`src/rtl/mult_fu.sv`:
```
`timescale 1ns/1ps
`default_nettype none
// ============================================================================
//  Module   : mult_fu
//  Purpose  : Pipelined integer multiply functional unit (MUL, MULH, MULHSU,
//             MULHU). Results are tagged with a PRF/ROB index and are handed
//             toward the CDB through a valid/ready handshake. Bubbles collapse
//             under output backpressure, and a squash flushes every in-flight op.
//  Revision : 1.0 - initial release
// ----------------------------------------------------------------------------
//  Ports
//    clock          in   1        system clock, rising edge
//    reset          in   1        asynchronous, active-high reset
//    squash         in   1        mispredict flush, kills all in-flight ops
//    in_valid       in   1        issue request from the reservation station
//    in_ready       out  1        unit can accept an op this cycle
//    in_func        in   2        0=MUL 1=MULH 2=MULHSU 3=MULHU
//    in_opa/in_opb  in   XLEN     operands
//    in_prf_entry   in   PRF_LEN  destination physical register
//    in_rob_entry   in   ROB_LEN  ROB index
//    mult_valid     out  1        result present
//    mult_ready     in   1        CDB accepts the result
//    mult_value     out  XLEN     result value
//    mult_prf_entry out  PRF_LEN  destination tag of the result
//    mult_rob_entry out  ROB_LEN  ROB index of the result
// ============================================================================
module mult_fu #(
    parameter int XLEN    = 32,
    parameter int PRF_LEN = 6,
    parameter int ROB_LEN = 5,
    parameter int STAGES  = 4
) (
    input  logic               clock,
    input  logic               reset,
    input  logic               squash,
    input  logic               in_valid,
    output logic               in_ready,
    input  logic [1:0]         in_func,
    input  logic [XLEN-1:0]    in_opa,
    input  logic [XLEN-1:0]    in_opb,
    input  logic [PRF_LEN-1:0] in_prf_entry,
    input  logic [ROB_LEN-1:0] in_rob_entry,
    output logic               mult_valid,
    input  logic               mult_ready,
    output logic [XLEN-1:0]    mult_value,
    output logic [PRF_LEN-1:0] mult_prf_entry,
    output logic [ROB_LEN-1:0] mult_rob_entry
);

    localparam int c_LAST = STAGES - 1;
    localparam int c_PW   = 2 * XLEN;     // full product width
    localparam int c_HALF = XLEN / 2;     // split point of operand B

    localparam logic [1:0] c_FUNC_MUL    = 2'd0;
    localparam logic [1:0] c_FUNC_MULHSU = 2'd2;
    localparam logic [1:0] c_FUNC_MULHU  = 2'd3;

    // ------------------------------------------------------------------------
    // Stage control
    // ------------------------------------------------------------------------
    logic [STAGES-1:0]  valid_q;
    logic [STAGES-1:0]  valid_d;
    logic [STAGES-1:0]  w_adv;    // stage i hands its content forward
    logic [STAGES-1:0]  w_load;   // stage i takes content from behind
    logic               w_accept;

    logic [PRF_LEN-1:0] prf_q [STAGES];
    logic [ROB_LEN-1:0] rob_q [STAGES];

    // Advance ripples back from the output: a stage may move when the stage in
    // front of it is empty or is itself moving, so only stages behind a full,
    // stalled stage are held.
    always_comb begin : p_adv
        logic chain;
        w_adv         = '0;
        chain         = !valid_q[c_LAST] || mult_ready;
        w_adv[c_LAST] = chain;
        for (int i = STAGES - 2; i >= 0; i--) begin
            chain    = !valid_q[i+1] || chain;
            w_adv[i] = chain;
        end
    end

    assign w_load   = ~valid_q | w_adv;
    assign in_ready = w_load[0];
    assign w_accept = in_valid && in_ready && !squash;

    always_comb begin
        valid_d = valid_q;
        if (squash) begin
            valid_d = '0;
        end else begin
            if (w_load[0]) begin
                valid_d[0] = in_valid;
            end
            for (int i = 1; i < STAGES; i++) begin
                if (w_load[i]) begin
                    valid_d[i] = valid_q[i-1];
                end
            end
        end
    end

    always_ff @(posedge clock or posedge reset) begin
        if (reset) begin
            valid_q <= '0;
            for (int i = 0; i < STAGES; i++) begin
                prf_q[i] <= '0;
                rob_q[i] <= '0;
            end
        end else begin
            valid_q <= valid_d;
            if (w_accept) begin
                prf_q[0] <= in_prf_entry;
                rob_q[0] <= in_rob_entry;
            end
            // Payload moves only with a real op so idle stages keep old data.
            for (int i = 1; i < STAGES; i++) begin
                if (w_load[i] && valid_q[i-1]) begin
                    prf_q[i] <= prf_q[i-1];
                    rob_q[i] <= rob_q[i-1];
                end
            end
        end
    end

    // ------------------------------------------------------------------------
    // Partial products
    //   Operands are extended (signed or unsigned per func) and the product is
    //   formed modulo 2^(2*XLEN). B is split into an unsigned low half and an
    //   extended high half: A*B = A*B_lo + (A*B_hi << HALF). The high partial
    //   product only needs 2*XLEN-HALF bits because of the shift.
    // ------------------------------------------------------------------------
    logic                   w_a_sx;
    logic                   w_b_sx;
    logic [c_PW-1:0]        w_a_full;
    logic [c_PW-c_HALF-1:0] w_a_hi;
    logic [c_PW-1:0]        w_b_lo;
    logic [c_PW-c_HALF-1:0] w_b_hi;
    logic [c_PW-1:0]        w_pp_lo;
    logic [c_PW-c_HALF-1:0] w_pp_hi;

    assign w_a_sx   = in_opa[XLEN-1] && (in_func != c_FUNC_MULHU);
    assign w_b_sx   = in_opb[XLEN-1] && (in_func != c_FUNC_MULHU)
                                     && (in_func != c_FUNC_MULHSU);
    assign w_a_full = {{XLEN{w_a_sx}}, in_opa};
    assign w_a_hi   = {{(XLEN-c_HALF){w_a_sx}}, in_opa};
    assign w_b_lo   = {{(c_PW-c_HALF){1'b0}}, in_opb[c_HALF-1:0]};
    assign w_b_hi   = {{XLEN{w_b_sx}}, in_opb[XLEN-1:c_HALF]};
    assign w_pp_lo  = w_a_full * w_b_lo;
    assign w_pp_hi  = w_a_hi * w_b_hi;

    function automatic logic [XLEN-1:0] pick_half(input logic [1:0]      func,
                                                  input logic [c_PW-1:0] prod);
        if (func == c_FUNC_MUL) begin
            return prod[XLEN-1:0];
        end
        return prod[c_PW-1:XLEN];
    endfunction

    generate
        if (STAGES == 1) begin : g_single
            // Whole multiply resolved into the only stage.
            logic [XLEN-1:0] res_q;

            always_ff @(posedge clock or posedge reset) begin
                if (reset) begin
                    res_q <= '0;
                end else if (w_accept) begin
                    res_q <= pick_half(in_func, w_pp_lo + {w_pp_hi, {c_HALF{1'b0}}});
                end
            end

            assign mult_value = res_q;
        end else begin : g_multi
            // S0 holds the two partial products, S1 sums and selects the
            // half, later stages only carry the finished result.
            logic [1:0]             func_q;
            logic [c_PW-1:0]        pp_lo_q;
            logic [c_PW-c_HALF-1:0] pp_hi_q;
            logic [XLEN-1:0]        res_q [1:c_LAST];

            always_ff @(posedge clock or posedge reset) begin
                if (reset) begin
                    func_q  <= '0;
                    pp_lo_q <= '0;
                    pp_hi_q <= '0;
                    for (int i = 1; i < STAGES; i++) begin
                        res_q[i] <= '0;
                    end
                end else begin
                    if (w_accept) begin
                        func_q  <= in_func;
                        pp_lo_q <= w_pp_lo;
                        pp_hi_q <= w_pp_hi;
                    end
                    if (w_load[1] && valid_q[0]) begin
                        res_q[1] <= pick_half(func_q, pp_lo_q + {pp_hi_q, {c_HALF{1'b0}}});
                    end
                    for (int i = 2; i < STAGES; i++) begin
                        if (w_load[i] && valid_q[i-1]) begin
                            res_q[i] <= res_q[i-1];
                        end
                    end
                end
            end

            assign mult_value = res_q[c_LAST];
        end
    endgenerate

    assign mult_valid     = valid_q[c_LAST];
    assign mult_prf_entry = prf_q[c_LAST];
    assign mult_rob_entry = rob_q[c_LAST];

endmodule
`default_nettype wire

```
`config.mk`:
```
export PLATFORM = sky130hd
export DESIGN_NAME = mult_fu
export DESIGN_NICKNAME = d
export VERILOG_FILES = /design/src/rtl/mult_fu.sv
export SDC_FILE = /design/constraint.sdc
export NUM_CORES = 2
export LEC_CHECK = 0
export BUFFER_PORTS_ARGS = -buffer_cell sky130_fd_sc_hd__buf_2
export CAP_MARGIN = 40
export CORE_ASPECT_RATIO = 1.75
export CORE_MARGIN = 2
export CORE_UTILIZATION = 60
export CTS_BUF_LIST = sky130_fd_sc_hd__clkbuf_4
export DETAILED_ROUTE_END_ITERATION = 10
export PLACE_DENSITY = 0.8
export SETUP_SLACK_MARGIN = 0.2
export SYNTH_ARGS = -nofsm -noshare
export SYNTH_HDL_FRONTEND = slang
export SYNTH_SLANG_ARGS = --single-unit
```
`constraint.sdc`:
```
create_clock -name clock -period 6.6 [get_ports clock]
set_input_delay 0.33 -clock clock [delete_from_list [all_inputs] [get_ports clock]]
set_output_delay 0.33 -clock clock [all_outputs]
set_load 0.02 [all_outputs]
```
After elaboration in Yosys (flattened, before gate mapping) --
Cells that the tools add are included.
Operators by class: $add $sub $neg 1, multipliers 2, eq/ne operators 2, muxes and demuxes 9, bitwise gates (word level) 2, reduce and logical (&&, ||, !) cells 21
Operators with widths (count):
- adder 64 bit | 1
- two-way mux 32 bit | 2
- multiplier 33 x 17 -> 50 bit | 1
- multiplier 33 x 17 -> 48 bit | 1
- logical AND 1 bit | 8
- nonzero test 2 bit | 4
- two-way mux 1 bit | 6
- logical NOT 1 bit | 4
- logical OR 1 bit | 4
- two-way mux 4 bit | 1
- inequality test 2 bit, second input constant | 2
- NOT 4 bit | 1
- bitwise OR 4 bit | 1
- logical NOT 2 bit | 1
Storage, ports and cells: bits in registers 258, input port bits 82, output and inout port bits 45, logic and storage cells 55

Longest topological paths before layout --
word-level depth 9, gate-level depth with buffers 27, mapped depth without buffers 26

Least setup slack after synthesis --
OpenSTA, ideal clock, no wires.
path type input port to flip-flop, start input in_opa[31], end register g_multi.pp_hi_q[46], setup time 0.137 ns, arrival time 6.404 ns, required time 6.463 ns, path slack 0.059 ns, stages on the path 25, buffers on the path 1, cell sequence a21boi_0 -> clkbuf_1 -> nand2_1 -> inv_1 -> fa_1 -> inv_1 -> fa_1 -> inv_1 -> fa_1 -> fa_1 -> fa_1 -> inv_1 -> fa_1 -> inv_1 -> ha_1 -> a21o_1 -> a21o_1 -> a21o_1 -> a21o_1 -> a221oi_1 -> o21ai_1 -> a221o_1 -> a21oi_1 -> mux2i_1 -> o211ai_1
Between the ends: cells in the longest elaborated chain, start to end 2
Ends and longest elaborated chain:
- from (decl) | line 39 | input logic [XLEN-1:0] in_opa,
- logical AND 1 bit | line 143 | assign w_a_sx = in_opa[XLEN-1] && (in_func != c_FUNC_MULHU);
- multiplier 33 x 17 -> 48 bit (*) | line 151 | assign w_pp_hi = w_a_hi * w_b_hi;
- to (signal assigned) | line 195 | pp_hi_q <= w_pp_hi;
- to (decl) | line 180 | logic [c_PW-c_HALF-1:0] pp_hi_q;
Mark *: on every way between the ends. The rest lies on a longest branch, timed or not. A chain may end at the register's enable or synchronous reset.

Worst setup path after layout --
start input in_opa[21], end register g_multi.pp_lo_q[46]
Between the ends: cells in the longest elaborated chain, start to end 1
Ends and longest elaborated chain:
- multiplier 33 x 17 -> 50 bit | line 150 | assign w_pp_lo = w_a_full * w_b_lo;
- to (signal assigned) | line 194 | pp_lo_q <= w_pp_lo;
- to (decl) | line 179 | logic [c_PW-1:0] pp_lo_q;
No other way between the ends.

==> results.sh <==
export IMPL_status="finished clean"
export IMPL_via_per_inst=5.629
export IMPL_rsz0062_at_grt="false"
export IMPL_area_growth_pct=10.99
export IMPL_grtUsageTotal=0.3626
export IMPL_synth_top_cell_area_share=0.4195
export IMPL_antenna_found_initial=14
export IMPL_syn_area_sq_um=48960
export IMPL_cts_setup_buffers=0
export IMPL_hold_viol_final=0
export IMPL_gp_congestion=1.007
export IMPL_final_net_count=7186
export IMPL_fp_dieW_microns=219.9
export IMPL_yosysMostFrequentCell="inv_1"
export IMPL_crit_path_end_kind="flop"
export IMPL_drive_above_1_share=0.1313
export IMPL_cp_data_arrival_time_ns=6.76
export IMPL_slew_headroom=0.3318
export IMPL_critPathLaunch="in_opa[21]"
export IMPL_start_util=0.6059
export IMPL_first_global_vias=43140
export IMPL_seq_area_frac_synth=0.1247
export IMPL_path_clk_slew_ns=0.07
export IMPL_worstReg2RegEnd="g_multi.res_q[94]$_DFFE_PP0P_"
export IMPL_async_flop_share=1.000
export IMPL_worst_path_stages=24
export IMPL_cts_buffers=57
export IMPL_die_area_sq_um=83990
export IMPL_tritoncts="yes"
export IMPL_grt_max_degree=200
export IMPL_cpMostUsedCell="fa_1"
export IMPL_crit_type="primary input to flop"
export IMPL_setup_viol=0
export IMPL_cts_root_buf="clkbuf_4"
export IMPL_hold_path_class="primary input to asynchronous set/reset pin"
export IMPL_first_pass_iters=7
export IMPL_ys_top_cells_by_area="fa_1 (42%), dfrtp_1 (12%), inv_1 (9.8%)"
export IMPL_htreeDepth=2
export IMPL_cp_num_buf_inv=6
export IMPL_ant_nets=0
export IMPL_yosys_area_top_type="fa_1"
export IMPL_synth_cell_types=73
export IMPL_numClockSinks=244
export IMPL_first_iter_violations=2395
export IMPL_synth_fp_nets=6847
export IMPL_r2r_slack_ns=2.34
export IMPL_cp_max_fo=17
export IMPL_fin_tns_setup_ns=0
export IMPL_cp_start_kind="primary input"
export IMPL_rows=138
export IMPL_hpwl_microns=117600
export IMPL_synthTopCellsByCount="inv_1 (1274), fa_1 (1026), nand2_1 (943)"
export IMPL_yosys_warnings=0
export IMPL_drc=0
export IMPL_wl_per_cell_microns=20.85
export IMPL_core_area_sq_um=80810
export IMPL_required_ns=7.22
export IMPL_utilization=0.6725
export IMPL_worstRegToRegCells=12
export IMPL_place_port_buffers=126
export IMPL_fin_crit_ns=6.148
export IMPL_max_stage_delay_ns=0.55
export IMPL_syn_avg_cell_area_sq_um=8.969
export IMPL_crit_family="adder cells"
export IMPL_post_route_period_util=0.9315
export IMPL_grt_pass1_wl_microns=227800
export IMPL_cp_endpoint="g_multi.pp_lo_q[46]$_DFFE_PP0P_"
export IMPL_wirelength_microns=143600
export IMPL_gr_total_overflow=0
export IMPL_cts_buffer_depth=3
export IMPL_pin_count=127
export IMPL_vias=38760
export IMPL_clk_latency_ns=0.79
export IMPL_drv_slew=0
export IMPL_synth_edff_count=0
export IMPL_synth_ff_type="dfrtp_1"
export IMPL_synthCells=5459
export IMPL_slowest_stage="fa_1"
export IMPL_r2r_start="g_multi.pp_lo_q[18]$_DFFE_PP0P_"
export IMPL_ys_seq_elements=244
export IMPL_drv_cap=0
export IMPL_clock_skew_ns=0.06203
export IMPL_tightestPinTransition_ns=1.002
export IMPL_die_height_microns=381.9
export IMPL_fmax_mhz=162.7
export IMPL_crit_chain="buf_2 > nand2_1 > fa_1 > inv_1 > fa_1 > inv_1 > fa_1 > inv_1 > fa_1 > fa_1 > inv_1 > fa_1 > inv_1 > ha_1 > a211o_1 > a21oi_1 > a21oi_1 > a211oi_2 > a21bo_2 > a22o_4 > a41o_1 > or3_1 > mux2i_1 > nand3_1"
==> placed cells by master, fill, tap and decap left out, drive strengths merged, types with 18 or more instances in the layout <==
| cell | instances |
|---|---|
| and2 | 392 |
| buf | 547 |
| inv | 1275 |
| and3 | 18 |
| xor2 | 55 |
| a31oi | 19 |
| o21ai | 181 |
| dfrtp | 244 |
| xnor2 | 86 |
| o21bai | 22 |
| nand3 | 24 |
| clkbuf | 85 |
| nor2 | 106 |
| nor3 | 21 |
| fa | 1026 |
| mux2 | 88 |
| ha | 280 |
| a21oi | 152 |
| nand2 | 943 |
| a21o | 60 |
==> through the flow <==
step                      setup slack (ns)  area (sq um)  hold slack, ns  std cells
after floorplan                     0.2013         48970          0.3931       5459
after global placement             -0.2663         53320          0.4448       6759
after detailed placement           -0.2944         53410          0.3063       6764
after CTS                           0.4805         54240         0.04055       6874
after global routing                0.2063         54330         0.04612       6883
final                               0.4520         54340         0.06608       6885
==> metal layers <==
metal	track usage	up-vias	routed length (microns)	share of wire
li1	-	16790	-	-
met1	0.3687	19500	45460	0.32
met2	0.6194	1721	71910	0.50
met3	0.07232	727	9765	0.068
met4	0.3291	22	16300	0.11
met5	0	-	137	0.00095
==> worst register-to-register path, cell delays in order, from the launching register on <==
cell and delay, ns:
dfrtp_1 0.43, ha_1 0.36, nor2b_1 0.17, o21ai_0 0.64, a21oi_1 0.24, o211a_1 0.40, o21ai_0 0.53, a2111oi_4 0.17
buf_6 0.19, o211ai_1 0.42, o21bai_1 0.16, xnor2_1 0.29, a211oi_1 0.12
==> how the worst min path moves through the flow <==
stage,start,end,slack (ns),cells after the start
finish,reset,g_multi.pp_lo_q[5]$_DFFE_PP0P_,0.07,3
global route,reset,g_multi.pp_lo_q[5]$_DFFE_PP0P_,0.05,3
CTS,in_opb[16],g_multi.pp_hi_q[0]$_DFFE_PP0P_,0.04,3
detailed placement,reset,g_multi.pp_lo_q[5]$_DFFE_PP0P_,0.31,2
global placement,prf_q[20]$_DFFE_PP0P_,prf_q[14]$_DFFE_PP0P_,0.44,2
floorplan,squash,valid_q[0]$_DFFE_PP0P_,0.39,1
==> logic make-up (layout without fill, tap and decap cells) <==
family          count (synthesis)  in the layout  synth area share
compound gates                538            538           0.06765
xor+xnor                      141            141           0.02522
simple gates                 1575           1575            0.1472
buf+inv                      1563           1936            0.1231
fa+ha+maj                    1306           1306            0.4911
flops                         244            244            0.1247
other cells                     0              3                 0
mux                            92             92           0.02106
==> flip-flops by register name (all words and copies together), names as in the netlist <==
| register | cells |
|---|---|
| valid_q | 4 |
| g_multi.func_q | 2 |
| mult_value | 32 |
| rob_q | 15 |
| g_multi.res_q | 64 |
| mult_prf_entry | 6 |
| g_multi.pp_lo_q | 50 |
| prf_q | 18 |
| mult_rob_entry | 5 |
| g_multi.pp_hi_q | 48 |
==> repair_timing <==
| item | in CTS | in global routing |
|---|---|---|
| endpoints found under the hold margin | 59 | 0 |
| setup endpoints to repair | 0 | 9 |
| hold buffers | 17 | 0 |
| resized for setup | 0 | 6 |
==> layout make-up <==
| cell class | instances | area [sq um] |
|---|---|---|
| Multi-Input combinational cell | 3652 | 36880 |
| Fill cell | 6329 | 26470 |
| Sequential cell | 244 | 6106 |
| Inverter | 1274 | 4786 |
| Timing Repair Buffer | 569 | 4581 |
| Tap cell | 1050 | 1314 |
| Clock buffer | 80 | 600.6 |
| Clock inverter | 13 | 61.31 |
| Antenna cell | 3 | 7.507 |
Power is left out: the tool's default activity adds up to more than one toggle a clock period on the data nets, which glitch-free logic cannot reach.
